===== config.mk =====
export PLATFORM = sky130hd
export DESIGN_NAME = program_loader
export DESIGN_NICKNAME = d
export VERILOG_FILES = /design/src/rtl/program_loader.sv
export SDC_FILE = /design/constraint.sdc
export NUM_CORES = 1
export LEC_CHECK = 0
export ABC_CLOCK_PERIOD_IN_PS = 2400
export CAP_MARGIN = 10
export CORE_MARGIN = 1.5
export CORE_UTILIZATION = 54
export DETAILED_ROUTE_END_ITERATION = 6
export HOLD_SLACK_MARGIN = 0.03
export PLACE_DENSITY = 0.91
export SLEW_MARGIN = 20
export SYNTH_ARGS = -nofsm -noshare
export SYNTH_HDL_FRONTEND = slang
export SYNTH_SLANG_ARGS = --single-unit

===== constraint.sdc =====
create_clock -name clk -period 2.4 [get_ports clk]
set_input_delay 0.36 -clock clk [delete_from_list [all_inputs] [get_ports clk]]
set_output_delay 0.36 -clock clk [all_outputs]
set_load 0.02 [all_outputs]

===== src/rtl/program_loader.sv =====
// Streams a program image (count, big-endian 16-bit words, XOR checksum) into the
// CPU RAM from address 0 and releases the CPU hold only after a verified load.
module program_loader #(
  parameter int DATA_WIDTH = 16,
  parameter int ADDR_WIDTH = 8
) (
  input  logic                  clk,
  input  logic                  reset,
  input  logic                  start,
  input  logic                  in_valid,
  input  logic [7:0]            in_byte,
  output logic                  in_ready,
  output logic [ADDR_WIDTH-1:0] mem_waddr,
  output logic [DATA_WIDTH-1:0] mem_wdata,
  output logic                  mem_write,
  output logic                  cpu_hold,
  output logic                  done,
  output logic                  error,
  output logic [ADDR_WIDTH:0]   word_count
);

  localparam int unsigned DEPTH = 1 << ADDR_WIDTH;
  localparam int CW = ADDR_WIDTH + 1;

  typedef enum logic [2:0] {IDLE, COUNT, HI, LO, WRITE, CHECK, DONE, ERR} state_t;

  state_t                state;
  logic [7:0]            n;
  logic [7:0]            hi;
  logic [7:0]            sum;
  logic [ADDR_WIDTH-1:0] addr;
  logic                  take;

  // in_ready is registered and only high in the byte-receiving states.
  assign take = in_valid && in_ready;

  always_ff @(posedge clk) begin
    if (!reset) begin
      state      <= IDLE;
      in_ready   <= 1'b0;
      mem_write  <= 1'b0;
      mem_waddr  <= '0;
      mem_wdata  <= '0;
      done       <= 1'b0;
      error      <= 1'b0;
      word_count <= '0;
      cpu_hold   <= 1'b1;
      addr       <= '0;
    end else begin
      mem_write <= 1'b0;
      case (state)
        IDLE, DONE, ERR: begin
          if (start) begin
            state      <= COUNT;
            in_ready   <= 1'b1;
            addr       <= '0;
            word_count <= '0;
            done       <= 1'b0;
            error      <= 1'b0;
            cpu_hold   <= 1'b1;
            sum        <= '0;
          end
        end
        COUNT: begin
          if (take) begin
            n   <= in_byte;
            sum <= sum ^ in_byte;
            if (in_byte == 8'd0) begin
              state <= CHECK;
            end else if (32'(in_byte) > DEPTH) begin
              state    <= ERR;
              in_ready <= 1'b0;
              error    <= 1'b1;
            end else begin
              state <= HI;
            end
          end
        end
        HI: begin
          if (take) begin
            hi    <= in_byte;
            sum   <= sum ^ in_byte;
            state <= LO;
          end
        end
        LO: begin
          if (take) begin
            mem_wdata <= DATA_WIDTH'({hi, in_byte});
            mem_waddr <= addr;
            sum       <= sum ^ in_byte;
            mem_write <= 1'b1;
            in_ready  <= 1'b0;
            state     <= WRITE;
          end
        end
        WRITE: begin
          addr       <= addr + ADDR_WIDTH'(1);
          word_count <= word_count + CW'(1);
          in_ready   <= 1'b1;
          if (32'(word_count) + 32'd1 == 32'(n)) begin
            state <= CHECK;
          end else begin
            state <= HI;
          end
        end
        CHECK: begin
          if (take) begin
            in_ready <= 1'b0;
            if (in_byte == sum) begin
              state    <= DONE;
              done     <= 1'b1;
              cpu_hold <= 1'b0;
            end else begin
              state <= ERR;
              error <= 1'b1;
            end
          end
        end
        default: begin
          state    <= IDLE;
          in_ready <= 1'b0;
        end
      endcase
    end
  end

endmodule


# Word level (Yosys, flattened, before mapping)

Index checks and enable logic that the tools add are counted.

Word-level logic and storage cells: 84
Input port bits: 12
Bits in registers: 73

Reductions and logical operators: 20
Bitwise operators: 1
Eq/ne operators: 18
Multiplexer cells: 29
$add $sub $neg: 3

Operators with widths:

| kind                 | count |
|---|---|
| $pmux 8 s2           | 2 |
| $mux 3               | 7 |
| $pmux 3 s6           | 1 |
| $pmux 9 s2           | 1 |
| $mux 8               | 2 |
| $ne 2x2->1 const B   | 7 |
| $eq 3x3->1 const B   | 4 |
| $reduce_and 4->1     | 3 |
| $mux 1               | 11 |
| $add 9x1->10 const B | 1 |
| $eq 10x8->1          | 1 |
| $add 9x1->9 const B  | 1 |
| $mux 9               | 1 |
| $reduce_and 3->1     | 3 |
| $add 8x1->8 const B  | 1 |
| $eq 8x8->1           | 1 |
| $logic_not 8->1      | 1 |
| $xor 8x8->8          | 1 |
| $eq 3x2->1 const B   | 2 |
| $pmux 1 s2           | 3 |
| $reduce_and 2->1     | 3 |
| $reduce_bool 2->1    | 3 |
| $reduce_or 3->1      | 2 |
| $reduce_and 5->1     | 1 |
| other kinds (7)      | 8 |

# Depth between registers and ports, before layout

Gate-level depths: netlist of run 1.

Word-level depth: 4
Gate-level depth with buffers: 9

# Worst setup path after synthesis of run 1

OpenSTA, ideal clock, no wires.

Path type: reg-to-reg
Start: register word_count[0]
End: register state[2]
Cell stages (with the launch flop): 8
Setup time: 0.060 ns
Buffers on the path: 0
Setup slack: 0.552 ns
Arrival: 1.789 ns
Data required time: 2.340 ns
Cell sequence: dfxtp_1 ha_1 and3_1 nand4_1 a211oi_1 o2111ai_1 nor2_1 o311a_1

Word-level cells in the longest chain between the ends: 4

RTL lines:

| item                     | RTL line | RTL |
|---|---|---|
| start: declaration       | 19       | `output logic [ADDR_WIDTH:0] word_count` |
| start signal: assignment | 98       | `word_count <= word_count + CW'(1);` |
| $add 9x1->10             | 100      | `if (32'(word_count) + 32'd1 == 32'(n)) begin` |
| $eq 10x8->1              | 100      |  |
| $mux 3                   | 100      |  |
| $pmux 3 s6               | 51       | `case (state)` |
| end signal: assignment   | 54       | `state <= COUNT;` |
| end signal: assignment   | 101      | `state <= CHECK;` |
| end signal: assignment   | 103      | `state <= HI;` |
| end: declaration         | 27       | `state_t state;` |

Every way passes these cells.
A chain may end at the register's enable or synchronous reset.

# Final worst setup path of run 1

Start: input in_byte[2]
End: register done

Word-level cells in the longest chain between the ends: 3

RTL lines:

| item                              | RTL line | RTL |
|---|---|---|
| start: declaration                | 11       | `input logic [7:0] in_byte,` |
| $eq 8x8->1                        | 109      | `if (in_byte == sum) begin` |
| $ne 2x2->1 (no source line)       | n/a      |  |
| $reduce_and 4->1 (no source line) | n/a      |  |
| end signal: assignment            | 44       | `done <= 1'b0;` |
| end signal: assignment            | 58       | `done <= 1'b0;` |
| end signal: assignment            | 111      | `done <= 1'b1;` |
| end: declaration                  | 17       | `output logic done,` |

Every way passes these cells.

==> results.json, run 1 <==
{
  "crit_type": "in -> reg",
  "worstHoldStart": "mem_waddr[5]",
  "synth-seq-area-share": 0.507,
  "drt_wl_total_um": 8250,
  "crit_family": "compound AO/OA/AOI/OAI gates",
  "syn_inst": 368,
  "vias": 2965,
  "yosysWarnings": 0,
  "final_area_sq_um": 4190,
  "core-area_sq_um": 5960,
  "final_util": 0.704,
  "fin_crit_sh": 0.910,
  "grt_start_max_net_pins": 38,
  "drv_slew": 0,
  "r2r_start": "state[1]",
  "place_area_sq_um": 3980,
  "fillers": 442,
  "worstSetupEndpointType": "flip-flop",
  "cts_root_buf": "clkbuf_8",
  "crit_required_ns": 2.69,
  "nets": 438,
  "hold_ws_ns": 0.468,
  "critPathMaxFanout": 5,
  "power_mw": 2.48,
  "status": "finished, final reports clean",
  "drtIter0Drc": 256,
  "max_freq_ghz": 0.458,
  "crit_slowest_cell": "a2111oi_0",
  "clk_pin_slew_worst_paths_ns": 0.08,
  "slowest_delay_ns": 0.56,
  "ir_drop_v": 0.000405,
  "ys_seq_elements": 73,
  "seq_area_sq_um": 1700,
  "first_global_vias": 2838,
  "drc": 0,
  "groute.usage.overall": 0.265,
  "die_h_um": 81.8,
  "holdBufCountCts": 0,
  "multiInputGateArea_sq_um": 1540,
  "cts.repair.resized": 0,
  "die_area_sq_um": 6700,
  "grt.overflow.total": 0,
  "period_minus_slack_ns": 2.18,
  "setup_viol": 0,
  "dr.pass1.iters": 4,
  "io_pins": 50,
  "finalWeightedCongestion": 0.886,
  "syn2layout_area_growth_pct": 24.9,
  "cp_num_buf_inv": 1,
  "io_buffers": 49,
  "max_slew_margin": 0.489,
  "antenna_found_initial": 0,
  "synth_cell_type_count": 47,
  "crit_arrival_ns": 2.48,
  "p_per_area_nw_per_um2": 592,
  "worst_pin_slew_ns": 0.763,
  "cts_tree": "built",
  "diodes": 0,
  "crit_chain": "clkdlybuf4s50_1, xnor2_1, nand4_1, or2_2, a2111oi_0, a21oi_1, nor2b_1",
  "synth-main-ff-cell": "dfxtp_1",
  "rsz0062_at_grt": "false",
  "fp.dieW_um": 81.8,
  "drv_cap": 0,
  "finalClockSkew_ns": 0.00708,
  "synth.avg_cell_area_sq_um": 9.12,
  "clkSinkCount": 73,
  "min_path_type": "reg -> reg",
  "cts_made_buffers": 9,
  "post_drt_wl_per_cell_um": 16.4,
  "clockBufferDepth": 2,
  "p_leak_nw": 1.48,
  "ys_async_sr_fraction": 0,
  "ctsHtreeMaxLevel": 3,
  "startpoint": "in_byte[2]",
  "synth_edf_count": 24,
  "rows": 28,
  "syn_nets": 383,
  "hold_viol_final": 0,
  "finalSetupTns_ns": 0,
  "via_per_inst": 5.89,
  "initial_core_util": 0.564,
  "post_cts_buffers": 0,
  "insertion_delay_ns": 0.35,
  "grt_pass1_wl_um": 13200,
  "synth_area_sq_um": 3360,
  "dp_hpwl_um": 5420,
  "ant_nets": 0,
  "crit_path_start_kind": "input port",
  "layout-drive-gt1-share": 0.0981
}
-- logic make-up after synthesis --
logic type	Yosys count	share of synthesized area
AO/OA/AOI/OAI	96	0.187
XOR/XNOR	19	0.0496
adder cells (fa/ha/maj)	3	0.0112
buffers and inverters	28	0.0343
flip-flops	73	0.507
multiplexers	3	0.00932
AND/OR/NAND/NOR	146	0.201
-- per-layer routing --
layer | vias to the layer above | routed length (um) | track usage
li1 | 1409 | - | -
met1 | 1367 | 3250 | 0.334
met4 | 0 | 306 | 0.131
met5 | - | 0 | 0
met2 | 159 | 3910 | 0.416
met3 | 30 | 789 | 0.0733
-- worst paths after layout --
check / end / slack, ns / cells after the start
setup / recovery: done / 0.22 / 7
setup reg to reg: sum[2] / 0.35 / 6
hold reg to reg: mem_waddr[5] / 0.47 / 2
hold / removal: mem_waddr[5] / 0.47 / 2
-- worst min-delay path, cell delays in order, from the launching register on --
cell and delay (ns):
dfxtp_1 0.32, nand2_1 0.05, a21boi_0 0.06
-- sequential cells by signal (all words and copies together), names as in the netlist --
name and flops:
n 8, hi 8, in_ready 1, state 3, addr 8, mem_waddr 8
word_count 9, mem_wdata 16, mem_write 1, sum 8, cpu_hold 1, error 1
done 1
-- power by group --
| part | switching (mW) | total (mW) | internal [mW] | leakage [nW] |
|---|---|---|---|---|
| registers | 0.0127 | 1.30 | 1.29 | 0.615 |
| clock network | 0.505 | 1.02 | 0.514 | 0.112 |
| logic | 0.0917 | 0.160 | 0.0682 | 0.754 |
| total | 0.609 | 2.48 | 1.87 | 1.48 |
-- synth_stat cells, types with 2 or more instances --
| library cell | number | share of area |
|---|---|---|
| edfxtp_1 | 24 | 0.21 |
| nor3_1 | 3 | 0.0045 |
| o21a_1 | 2 | 0.0045 |
| a211oi_1 | 3 | 0.0067 |
| and2_1 | 5 | 0.0093 |
| nand2_1 | 65 | 0.073 |
| or2_2 | 2 | 0.0037 |
| a31oi_1 | 6 | 0.011 |
| ha_1 | 3 | 0.011 |
| inv_1 | 5 | 0.0056 |
| mux2i_1 | 2 | 0.0060 |
| o2111ai_1 | 2 | 0.0052 |
| a21boi_0 | 31 | 0.069 |
| xnor2_1 | 14 | 0.037 |
| a22oi_1 | 3 | 0.0067 |
| or4_1 | 3 | 0.0067 |
| clkbuf_1 | 15 | 0.017 |
| nor2_1 | 29 | 0.032 |
| o21ai_0 | 19 | 0.028 |
| dfxtp_1 | 49 | 0.29 |
| xor2_1 | 5 | 0.013 |
| nand4_1 | 7 | 0.013 |
| or3_1 | 3 | 0.0056 |
| a21oi_1 | 19 | 0.028 |
| nor3_2 | 2 | 0.0060 |
| buf_2 | 5 | 0.0075 |
| nor2b_1 | 5 | 0.0093 |
| nand3_1 | 14 | 0.021 |
| a21o_1 | 2 | 0.0045 |
| and3_1 | 4 | 0.0075 |
-- cell type report --
cell class,instances,area share
clock buffers,11,0.0415
repair buffers,66,0.147
inverters,6,0.00537
multi-input cells,267,0.367
clock inverters,5,0.0101
well taps,75,0.0224
flip-flops and latches,73,0.406
-- metrics by stage --
stage | setup WS, ns | instances
global placement | 0.0540 | 487
global route | 0.0953 | 503
CTS | 0.237 | 503
floorplan | 0.552 | 368
detailed placement | -0.0591 | 487
finish | 0.216 | 503
-- cells in the final DEF, fill, tap and decap left out, drive strengths merged, types with 4 or more instances in the layout --
cell type and count:
inv 8, nand3 14, and3 4, a21boi 31, xor2 5, nand2 65
a31oi 6, a21oi 19, edfxtp 24, xnor2 14, nor3 5, clkdlybuf4s50 49
clkbuf 11, buf 17, o21ai 19, dfxtp 49, nor2b 5, nand4 7
and2 5, nor2 29
Note: power is estimated with default switching activity, not from simulation.
==> run 2: changes to the inputs <==
--- a/config.mk
+++ b/config.mk
@@ -8,10 +8,11 @@
 export ABC_CLOCK_PERIOD_IN_PS = 2400
 export CAP_MARGIN = 10
 export CORE_MARGIN = 1.5
-export CORE_UTILIZATION = 54
+export CORE_UTILIZATION = 63
 export DETAILED_ROUTE_END_ITERATION = 6
+export DONT_BUFFER_PORTS = 1
 export HOLD_SLACK_MARGIN = 0.03
-export PLACE_DENSITY = 0.91
+export PLACE_DENSITY = 0.9
 export SLEW_MARGIN = 20
 export SYNTH_ARGS = -nofsm -noshare
 export SYNTH_HDL_FRONTEND = slang
==> run 2 against run 1 <==
  * Power down 6.4%
  * Sequential power about the same
  * Core utilization up 0.67 points
  * Sequential share of layout area up 6.3 points
  * Cell area down 13%
  * Maximum frequency up 4.6%
  * Sequential cell count unchanged
  * Non-clock buffer count down 55
  * Worst setup slack better by 0.095 ns
  * Critical path type is now reg -> reg
  * Critical endpoint is now sum[0]
==> results.json, run 2 (synthesis gave the netlist of run 1 again) <==
{
  "hold_ws_ns": 0.0916,
  "cts_tree": "built",
  "clkSinkCount": 73,
  "drv_slew": 0,
  "dr.pass1.iters": 5,
  "drt_wl_total_um": 7370,
  "fin_cells": 443,
  "antenna_found_initial": 0,
  "rows": 26,
  "first_global_vias": 2565,
  "fin_crit_sh": 0.870,
  "holdBufCountCts": 0,
  "clk_pin_slew_worst_paths_ns": 0.08,
  "max_slew_margin": 0.547,
  "ctsHtreeMaxLevel": 3,
  "die_area_sq_um": 5780,
  "slowest_delay_ns": 0.67,
  "diodes": 0,
  "core-area_sq_um": 5110,
  "cts.repair.resized": 0,
  "worstSetupEndpointType": "flip-flop",
  "layout-drive-gt1-share": 0.0965,
  "setup_viol": 0,
  "finalClockSkew_ns": 0.0122,
  "finalWorstSetupSlack_ns": 0.311,
  "crit_chain": "nor2_1, mux2_2, nand2_1, a21oi_1, o21a_1",
  "groute.usage.overall": 0.277,
  "grt.overflow.total": 0,
  "ir_drop_v": 0.000585,
  "dp_cells": 427,
  "ant_nets": 0,
  "p_per_area_nw_per_um2": 640,
  "cts_root_buf": "clkbuf_8",
  "dp_slack_ns": 0.345,
  "min_path_type": "in -> reg",
  "hold_viol_final": 0,
  "post_drt_wl_per_cell_um": 16.6,
  "fp.dieW_um": 76.0,
  "finalWeightedCongestion": 0.972,
  "vias": 2710,
  "drc": 0,
  "clockBufferDepth": 2,
  "crit_type": "reg -> reg",
  "io_pins": 50,
  "finalSetupTns_ns": 0,
  "dp_hpwl_um": 5090,
  "max_freq_ghz": 0.479,
  "crit_slowest_cell": "dfxtp_1",
  "grt_pass1_wl_um": 12500,
  "largest_register": "mem_wdata",
  "p_leak_nw": 1.27,
  "post_cts_buffers": 0,
  "worst_pin_slew_ns": 0.675,
  "cts_made_buffers": 9,
  "crit_arrival_ns": 2.16,
  "insertion_delay_ns": 0.36,
  "largest_reg_flops": 16,
  "period_minus_slack_ns": 2.09,
  "reg_top3": "mem_wdata (16), word_count (9)",
  "die_h_um": 76.0,
  "initial_core_util": 0.657,
  "io_buffers": 0,
  "rsz0062_at_grt": "false",
  "layout_common_cells": "nand2_1, dfxtp_1, a21boi_0, nor2_1, edfxtp_1",
  "drv_cap": 0,
  "drtIter0Drc": 203,
  "nets": 383,
  "grt_start_max_net_pins": 53,
  "via_per_inst": 6.12,
  "crit_required_ns": 2.47,
  "critPathMaxFanout": 16,
  "final_common_cell": "nand2_1",
  "status": "finished, final reports clean",
  "crit_path_start_kind": "flip-flop",
  "syn2layout_area_growth_pct": 8.13
}
run 2: final cells by class:
type | count | area, sq um
Clock inverter | 6 | 46.3
Timing Repair Buffer | 11 | 82.6
Inverter | 6 | 22.5
Fill cell | 392 | 1480
Multi-Input combinational cell | 267 | 1540
Sequential cell | 73 | 1700
Clock buffer | 10 | 149
Tap cell | 70 | 87.6
run 2: where the power goes:
group	internal [mW]	leakage (nW)	switching (mW)
Sequential	1.29	0.615	0.0144
Combinational	0.0417	0.553	0.0516
Clock	0.447	0.103	0.478
Total	1.78	1.27	0.544
run 2: worst paths after layout:
check	end	depth (start not counted)	from	slack, ns
min	hi[0]	0	in_byte[0]	0.09
max reg2reg	sum[0]	5	state[1]	0.31
max	sum[0]	5	state[1]	0.31
min reg2reg	addr[5]	1	addr[5]	0.50
run 2: critical path: cells and delay by family, from the launching register on:
family / cells / cell delay (ns)
flip-flops: 1 / 0.67
AO/OA/AOI/OAI: 2 / 0.42
AND/OR/NAND/NOR: 2 / 0.41
multiplexers: 1 / 0.30
run 2: through the flow:
stage                     area [sq um]   util  total power [mW]
final                             3630  0.711              2.32
after global routing              3630  0.711              2.41
after CTS                         3630  0.711              2.34
after detailed placement          3430  0.672              1.42
after global placement            3430  0.672              1.42
after floorplan                   3360      -              1.41
run 2: layer usage:
metal | global-route usage | share of wire | up-vias
met3 | 0.101 | 0.088 | 21
li1 | - | - | 1296
met1 | 0.335 | 0.41 | 1262
met5 | 0 | 0 | -
met4 | 0.120 | 0.027 | 0
met2 | 0.445 | 0.48 | 131
